<file path="config.mk">
export PLATFORM = sky130hd
export DESIGN_NAME = sample_packer
export DESIGN_NICKNAME = d
export VERILOG_FILES = /design/src/rtl/sample_packer.sv
export SDC_FILE = /design/constraint.sdc
export NUM_CORES = 1
export LEC_CHECK = 0
export ABC_AREA = 1
export CORE_ASPECT_RATIO = 1.2
export CORE_MARGIN = 1.5
export CORE_UTILIZATION = 35
export CTS_CLUSTER_DIAMETER = 30
export CTS_CLUSTER_SIZE = 14
export DETAILED_ROUTE_END_ITERATION = 8
export GPL_TIMING_DRIVEN = 0
export SLEW_MARGIN = 40
export SYNTH_ARGS = -nofsm -noshare
export SYNTH_HDL_FRONTEND = slang
export SYNTH_SLANG_ARGS = --single-unit
</file>
<file path="constraint.sdc">
create_clock -name clk -period 2.7 [get_ports clk]
set_input_delay 0.27 -clock clk [delete_from_list [all_inputs] [get_ports clk]]
set_output_delay 0.27 -clock clk [all_outputs]
set_load 0.01 [all_outputs]
</file>
<file path="src/rtl/sample_packer.sv">
// ============================================================================
// Module   : sample_packer
// Purpose  : Capture stage behind the sample-rate divider. It synchronizes
//            16 asynchronous logic inputs. On each enabled tick it packs
//            1/2/4/8 consecutive samples into a 16-bit word. Completed words
//            are offered over a valid/ready handshake. A word that completes
//            while the output register is still occupied is dropped and
//            raises a sticky overflow flag.
// Ports    : clk        - system clock
//            rst_n      - asynchronous reset, active-low
//            enable     - capture enable
//            tick       - one-cycle sample strobe
//            mode       - channel mode (0:16ch x1, 1:8ch x2, 2:4ch x4, 3:2ch x8)
//            channels   - raw asynchronous inputs
//            out_data   - packed sample word
//            out_valid  - out_data holds an unconsumed word
//            out_ready  - consumer accepts the word on out_valid & out_ready
//            overflow   - sticky: at least one completed word was dropped
// Revision : 1.0 - initial release
// ============================================================================
`default_nettype none

module sample_packer #(
  parameter int SYNC_STAGES = 2
) (
  input  logic        clk,
  input  logic        rst_n,
  input  logic        enable,
  input  logic        tick,
  input  logic [1:0]  mode,
  input  logic [15:0] channels,
  output logic [15:0] out_data,
  output logic        out_valid,
  input  logic        out_ready,
  output logic        overflow
);

  logic [SYNC_STAGES-1:0][15:0] sync_ff;
  logic [15:0] sync;
  logic [1:0]  mode_q;
  logic [2:0]  cnt;
  logic [15:0] acc;

  logic [15:0] mask;
  logic [2:0]  last_cnt;
  logic [3:0]  shamt;
  logic [15:0] word;
  logic        fire;
  logic        complete;
  logic        load;

  // Synchronizer chain, free-running regardless of enable.
  always_ff @(posedge clk or negedge rst_n) begin
    if (!rst_n) begin
      sync_ff <= '0;
    end else begin
      sync_ff[0] <= channels;
      for (int i = 1; i < SYNC_STAGES; i++) begin
        sync_ff[i] <= sync_ff[i-1];
      end
    end
  end

  assign sync = sync_ff[SYNC_STAGES-1];

  // Field mask and final sample index for the latched mode.
  always_comb begin
    mask     = 16'hFFFF;
    last_cnt = 3'd0;
    case (mode_q)
      2'd0: begin mask = 16'hFFFF; last_cnt = 3'd0; end
      2'd1: begin mask = 16'h00FF; last_cnt = 3'd1; end
      2'd2: begin mask = 16'h000F; last_cnt = 3'd3; end
      default: begin mask = 16'h0003; last_cnt = 3'd7; end
    endcase
  end

  // Bit offset of sample k is N*k = (16*k) >> mode_q. The largest offset
  // is 14 (mode 3, k = 7), so four bits are enough.
  assign shamt    = 4'({cnt, 4'b0000} >> mode_q);
  assign word     = acc | ((sync & mask) << shamt);
  assign fire     = tick & enable;
  assign complete = fire & (cnt == last_cnt);
  // The output register can take a new word when empty or draining now.
  assign load     = complete & (~out_valid | out_ready);

  // Mode latch and packing accumulator.
  always_ff @(posedge clk or negedge rst_n) begin
    if (!rst_n) begin
      mode_q <= 2'd0;
      cnt    <= 3'd0;
      acc    <= 16'h0000;
    end else if (!enable) begin
      mode_q <= mode;
      cnt    <= 3'd0;
      acc    <= 16'h0000;
    end else if (fire) begin
      if (complete) begin
        cnt <= 3'd0;
        acc <= 16'h0000;
      end else begin
        cnt <= cnt + 3'd1;
        acc <= word;
      end
    end
  end

  // Output register and sticky overflow.
  always_ff @(posedge clk or negedge rst_n) begin
    if (!rst_n) begin
      out_data  <= 16'h0000;
      out_valid <= 1'b0;
      overflow  <= 1'b0;
    end else begin
      if (load) begin
        out_data  <= word;
        out_valid <= 1'b1;
      end else if (out_valid && out_ready) begin
        out_valid <= 1'b0;
      end

      if (!enable) begin
        overflow <= 1'b0;
      end else if (complete && !load) begin
        overflow <= 1'b1;
      end
    end
  end

endmodule

`default_nettype wire

</file>
==> key figures <==
Run status
  • Status: complete, but fails checks
  • Failing checks: DRC

STA
  • Crit path time final: 1.651 ns
  • Hold Vio Cnt, Final: 0
  • Clock Skew: 0.008207 ns
  • Maximum clock rate: 605.6 MHz
  • # setup viols final: 0
  • Post-route setup slack: 1.049 ns
  • Least-Margin Pin Slew: 0.4809 ns
  • RSZ-0062 raised after global routing: no
  • Total negative slack: 0 ns
  • Hold_ws: roughly 0.35 ns
  • Slew headroom: 0.6794
  • Ratio of final minimum period to clock period: 0.6116
  • Slew Viols, Final: 0

Synthesis
  • Register area share after synthesis: 0.6278
  • Mapped Nets: 329
  • Top_reg_cell synth: dfrtp_1
  • Netlist Area Pre-Place: 2830 sq um
  • Yosys reg bits: 71
  • Ys async rst share: 1.000
  • Syn Area/Cell: 9.279 sq um
  • Synth warn: 0
  • Yosys cell types: 26
  • Post-Synthesis Cells: 305
  • EDFF count, synth: 0

Clock tree
  • Clock buffer depth: 2
  • Postcts setup bufs: 0
  • Clock slew at the register clock pins of the worst setup and hold paths: 0.07 ns
  • CTS Sinks: 71
  • CTS buffer count: 9
  • H-tree levels: 3
  • Clock root cell: clkbuf_8
  • TritonCTS clock tree: yes
  • Worst-Skew Late Latency: 0.33 ns

Routing
  • Initial drt markers: 93
  • Via count: 2016
  • TritonRoute pass-1 iters: 6
  • Remaining antenna violation count after routing: 0
  • Via density: between 4 and 5
  • Post-DR wirelength/cell: 11.67 um
  • DR DRC count: 3
  • Post-Route WL: 5.311 mm

Global routing
  • Largest net degree at the start of global routing: 38
  • Initial antenna violation count: 0
  • Total grt overflow: 0
  • All-Layer GR Usage: 0.1427
  • First-pass GRT wire length: around 9.3 mm
  • Vias in the first global route: 1967

Final layout
  • # diodes: 0
  • Nets: 382
  • Register area: roughly 1800 sq um
  • Fill cell count: 771
  • Most frequent cells in the layout: nand2_1, dfrtp_1, clkdlybuf4s50_1
  • Area grow syn2layout: 26.57%
  • Layout Cells excl Fill: about 460
  • Area taken by multi-input logic gates: 892.1 sq um
  • Share of layout cells above drive strength 1: 0.09917
  • Most common cell after layout, fill and taps aside: nand2_1

Placement
  • Port Buf Inserts: 40
  • Post-place setup slack: about 0.65 ns
  • Placed Cells: roughly 440
  • Post-DP HPWL: 3.818 mm
  • GPL Wtd Cong: 0.8064

Setup path
  • CP endpoint kind: flop
  • Startpoint types: primary input
  • Worst Path Required: 2.96 ns
  • Worst Reg-to-Reg Cells: 9
  • Maximum fanout along the worst path: 10
  • WP data arrival: around 1.9 ns
  • Kind of critical path: in2reg

Floorplan
  • Die outline area: between 8000 and 9000 sq um
  • # IOs: 41
  • Die W: 85.09 um
  • Core area: ~7800 sq um
  • Initial Util: 0.3651
  • Die Y: approximately 100 um
  • Cell Rows: 35

Min path
  • Hold path cells: 0
  • HP Class: reg2reg

Power
  • PwrDens: 760.8 nW/um^2
  • Leak: 1.848 nW
  • Worst VDD drop: 0.0003092 V

Run
  • Max-Cap Viols: 0
[registers in the layout, indices dropped and copies added, names as in the netlist]
name       count
out_data      16
mode_q         2
cnt            3
overflow       1
acc           16
sync_ff       16
sync          16
out_valid      1
[where the power goes]
part	leakage [nW]	switching, mW	internal (mW)	total [mW]
registers	0.892	0.0682	1.21	1.27
clock network	0.104	0.353	0.518	0.871
logic	0.851	0.288	0.293	0.581
[per-stage QoR]
| stage | total power, mW | instance area [sq um] | utilization |
|---|---|---|---|
| floorplan | 1.570 | 2830 | - |
| global placement | 1.870 | 3346 | 0.4316 |
| detailed placement | 1.882 | 3367 | 0.4344 |
| CTS | 2.773 | 3582 | 0.4621 |
| global route | 2.905 | 3582 | 0.4621 |
| finish | 2.725 | 3582 | 0.4621 |
[per-layer routing]
metal | global-route usage | wire length [um] | vias up
met1 | 0.1855 | 2466 | 936
met3 | 0.03912 | 164 | 9
met5 | 0 | 0 | -
met4 | 0.07440 | 109 | 0
li1 | - | - | 1033
met2 | 0.2192 | 2570 | 38
[area by class of cell]
cell class | instances | share of cell area
sequential | 71 | 0.4960
multi-input combinational | 200 | 0.2490
timing repair buffer | 42 | 0.1205
clock buffer | 12 | 0.03772
tap | 92 | 0.03213
inverter | 28 | 0.03004
clock inverter | 4 | 0.01956
buffer | 6 | 0.01502
[synth_stat cells (2+ instances only)]
| master | count | area (sq um) |
|---|---|---|
| nor2_1 | 4 | 15.01 |
| nor2_4 | 2 | 22.52 |
| nand2_1 | 152 | 570.6 |
| o21bai_1 | 2 | 15.01 |
| nand3_1 | 5 | 25.02 |
| nand3_2 | 2 | 20.02 |
| a21oi_1 | 10 | 50.05 |
| dfrtp_1 | 71 | 1777 |
| nand4_1 | 2 | 12.51 |
| inv_1 | 24 | 90.09 |
| o21ai_0 | 9 | 45.04 |
| inv_2 | 2 | 7.510 |
| buf_6 | 4 | 45.04 |
| nor2_2 | 4 | 25.02 |
[worst max-delay path: stages]
cell and delay, ns:
clkdlybuf4s50_1 0.50, inv_1 0.10, nor2_2 0.35, clkbuf_1 0.44, nand2_1 0.09, a21oi_1 0.16
[timing repair]
action,in CTS,in global routing
hold buffers,1,0
gates resized for setup,0,0
hold endpoints to repair,34,0
[logic make-up after synthesis]
logic type / share of synthesized area
flops: 0.6278
buf+inv: 0.05703
fa+ha+maj: 0.004420
simple gates: 0.2635
xor+xnor: 0.003095
compound gates: 0.04421
[final timing paths]
check | to | slack, ns | startpoint
min in group asynchronous | sync_ff[3] | 0.39 | rst_n
hold / removal | sync[5] | 0.35 | sync_ff[5]
setup / recovery | acc[1] | 1.05 | enable
max in group asynchronous | sync_ff[14] | 1.82 | rst_n
setup reg to reg | acc[5] | 1.05 | mode_q[0]
hold reg to reg | sync[5] | 0.35 | sync_ff[5]
Note: power is estimated with default switching activity, not from simulation.
==> patch 1: new RTL, same flow settings <==
The parameter `SYNC_STAGES` goes from 2 to 4.
--- a/src/rtl/sample_packer.sv
+++ b/src/rtl/sample_packer.sv
@@ -21,7 +21,7 @@
 `default_nettype none
 
 module sample_packer #(
-  parameter int SYNC_STAGES = 2
+  parameter int SYNC_STAGES = 4
 ) (
   input  logic        clk,
   input  logic        rst_n,
Formal check against the unedited RTL: not equivalent (a bounded check fails within 4 cycles, from zero or initial values and one cycle with rst_n low).
==> patch 1 against the unedited design <==
Worst setup slack got worse by 75 ps; sequential power rose by 44%; global-route usage fell by 1.5 points; wire length rose by 14%; non-clock buffer count fell by 1; first-iteration DRC count rose by 71%; via count rose by 12%; sequential cell count rose by 32; area after synthesis rose by 30%; die area rose by 29%; cell count rose by 14%; design area rose by 28%; power rose by 43%; critical path depth rose by 3; critical path type is now flip-flop to flip-flop; largest power group unchanged.
==> patch 1: results <==
set metrics [dict create \
    status "finished clean" \
    buffer_area_frac 0.110 \
    dr_wl_met3_um 265 \
    ir_drop_v 0.000385 \
    yosys.area_share.adder 0.00341 \
    wl_met1_um 2770 \
    layout.nets 413 \
    clkPwrFrac 0.329 \
    grt_pass1_wl_um 10600 \
    grtUsageTotal 0.127 \
    firstDrtPassIters 4 \
    dpl.hpwl_um 4150 \
    cp-startpoint "mode_q[0]" \
    rrSetupSlack_ps 970 \
    routedWlPerCell_um 11.6 \
    whs_endpoint "sync[0]" \
    synthesis.nets 360 \
    num-fill-cells 918 \
    max_slew_margin 0.660 \
    placed_area_um2 4260 \
    seq_power_uw 1830 \
    num-nonclk-buffers 47 \
    grt_max_degree 69 \
    flops_and_latches 103 \
    cp.arrival_ps 1950 \
]
-- patch 1: cell count changes in the layout (fill, tap and decap cells not counted), moves of 4 or more --
cell       delta
o21ai_0       -5
o21ai_1       +4
clkbuf_16     +9
nand2_1      -15
clkbuf_8      -9
dfrtp_1      +32
nand2_2      +14
-- patch 1: critical path, stage by stage (launching register included) --
cell	delay (ps)
dfrtp_1	370
buf_6	150
nor2_8	200
nor2_2	70
inv_1	80
nand2_2	70
o21ai_2	430
nand2_1	110
nand2_1	90
inv_1	40
-- patch 1: per-stage QoR --
stage / TNS, ps / setup WS [ps] / cells / hold slack [ps]
floorplan: 0 / 1270 / 336 / -25.6
global placement: -238310 / -2320 / 502 / 334
detailed placement: 0 / 721 / 503 / 159
CTS: 0 / 965 / 520 / 345
global route: 0 / 905 / 520 / 352
finish: 0 / 973 / 520 / 342
==> patch 2: new RTL, same flow settings <==
Without the edit above. Make the reset (`rst_n`) synchronous in 3 clocked blocks. Comments in the files are not updated.
--- a/src/rtl/sample_packer.sv
+++ b/src/rtl/sample_packer.sv
@@ -50,7 +50,7 @@
   logic        load;
 
   // Synchronizer chain, free-running regardless of enable.
-  always_ff @(posedge clk or negedge rst_n) begin
+  always_ff @(posedge clk) begin
     if (!rst_n) begin
       sync_ff <= '0;
     end else begin
@@ -85,7 +85,7 @@
   assign load     = complete & (~out_valid | out_ready);
 
   // Mode latch and packing accumulator.
-  always_ff @(posedge clk or negedge rst_n) begin
+  always_ff @(posedge clk) begin
     if (!rst_n) begin
       mode_q <= 2'd0;
       cnt    <= 3'd0;
@@ -106,7 +106,7 @@
   end
 
   // Output register and sticky overflow.
-  always_ff @(posedge clk or negedge rst_n) begin
+  always_ff @(posedge clk) begin
     if (!rst_n) begin
       out_data  <= 16'h0000;
       out_valid <= 1'b0;
Formal check against the unedited RTL: differs if rst_n is asserted again (counterexample within 4 cycles, from zero or initial values and one cycle with rst_n low); with rst_n held inactive, the same outputs for 10 cycles.
==> patch 2 against the unedited design <==
Sequential cell count did not move; core utilization fell by 2.0 points; wire length rose by 3.4%; fmax is 6.4% lower; count of clock-buffer cells in the layout did not move; design area shrank 0.45%; global-route usage shrank 0.15 points; die area increased by 2.3%; worst hold slack worse by 23 ps; area after synthesis increased by 2.4%; clock skew is 3.2 ps higher; worst setup slack lost 110 ps; critical path type unchanged; highest routed layer unchanged.
Power is not compared: it rests on default switching activity, and its combinational part moved more than twofold at a synthesized area within 25%.
==> patch 2: results <==
set metrics [dict create \
    synth_common_cells "nand2_1, inv_1, dfxtp_1, nor2_1, o21ai_0" \
    crit_path_max_incr_delay_ps 650 \
    status "finished clean" \
    synth_area_leaders "dfxtp_1, nand2_1, inv_1" \
    worst_pin_slew_ps 480 \
    r2r_cells 6 \
    timing.rr.end "acc[2]" \
    wl_met2_um 2610 \
    layout.nets 463 \
    drtIter0Drc 107 \
    ys_seq_area_frac 0.490 \
    routedWlPerCell_um 10.2 \
    via_count 2273 \
    wl_met1_um 2490 \
    use_met3 0.0264 \
    use_met2 0.250 \
    clock_skew_ps 11.4 \
    grt_pass1_wl_um 9510 \
    crit_path_end "out_data[14]" \
    met1_usage 0.156 \
    io_buffers 39 \
    cp-startpoint "tick" \
    hp-class "input port to flip-flop" \
    grt_pass1_vias 2194 \
    yosysUniqueCellTypes 30 \
    dpl.hpwl_um 4150 \
    firstDrtPassIters 4 \
    synth-main-ff-cell "dfxtp_1" \
    place.gp.congestion 0.808 \
    dr_wl_met3_um 241 \
]
[patch 2: cell types whose count changed in the layout (fill, tap and decap cells not counted), sizes merged, moves of 2 or more]
cell / unedited run / this run
inv: 27 / 75
nor3b: 0 / 8
bufinv: 2 / 0
and2: 0 / 2
dfxtp: 0 / 71
dfrtp: 71 / 0
clkbuf: 13 / 18
o211ai: 0 / 6
nand2: 154 / 118
nor2: 11 / 58
[patch 2: kinds of logic after synthesis]
family,after synthesis,share of synthesized area
simple gates,197,0.314
buf+inv,88,0.126
flops,71,0.490
compound gates,32,0.0647
fa+ha+maj,1,0.00432
[patch 2: worst min path at each step]
stage	cells after the start	start	slack [ps]	endpoint
2_1_floorplan	1	enable	360	mode_q[0]
3_3_place_gp	2	sync_ff[4]	400	sync[4]
3_5_place_dp	2	sync_ff[12]	390	sync[12]
4_1_cts	2	rst_n	350	out_valid
5_1_grt	2	rst_n	370	out_valid
6_report	2	rst_n	320	out_valid
[patch 2: power by group]
part | internal [µW] | total, µW | switching, µW
Clock | 329 | 701 | 372
Sequential | 1090 | 1110 | 16.2
Combinational | 116 | 255 | 139
Total | 1540 | 2060 | 527
[patch 2: final cells by class]
type	count	share of cell area
inverters	75	0.0789
plain buffers	13	0.0239
multi-input cells	230	0.312
repair buffers	39	0.109
clock inverters	4	0.00632
well taps	95	0.0333
flip-flops and latches	71	0.399
clock buffers	12	0.0379
[patch 2: stage by stage]
| step | total power, µW | setup WS [ps] | std cells | util |
|---|---|---|---|---|
| 3_3_place_gp | 1390 | 539 | 523 | 0.423 |
| 5_1_grt | 2170 | 825 | 539 | 0.442 |
| 6_report | 2060 | 936 | 539 | 0.442 |
| 4_1_cts | 2090 | 931 | 539 | 0.442 |
| 2_1_floorplan | 1290 | 1330 | 389 | - |
| 3_5_place_dp | 1390 | 565 | 523 | 0.423 |
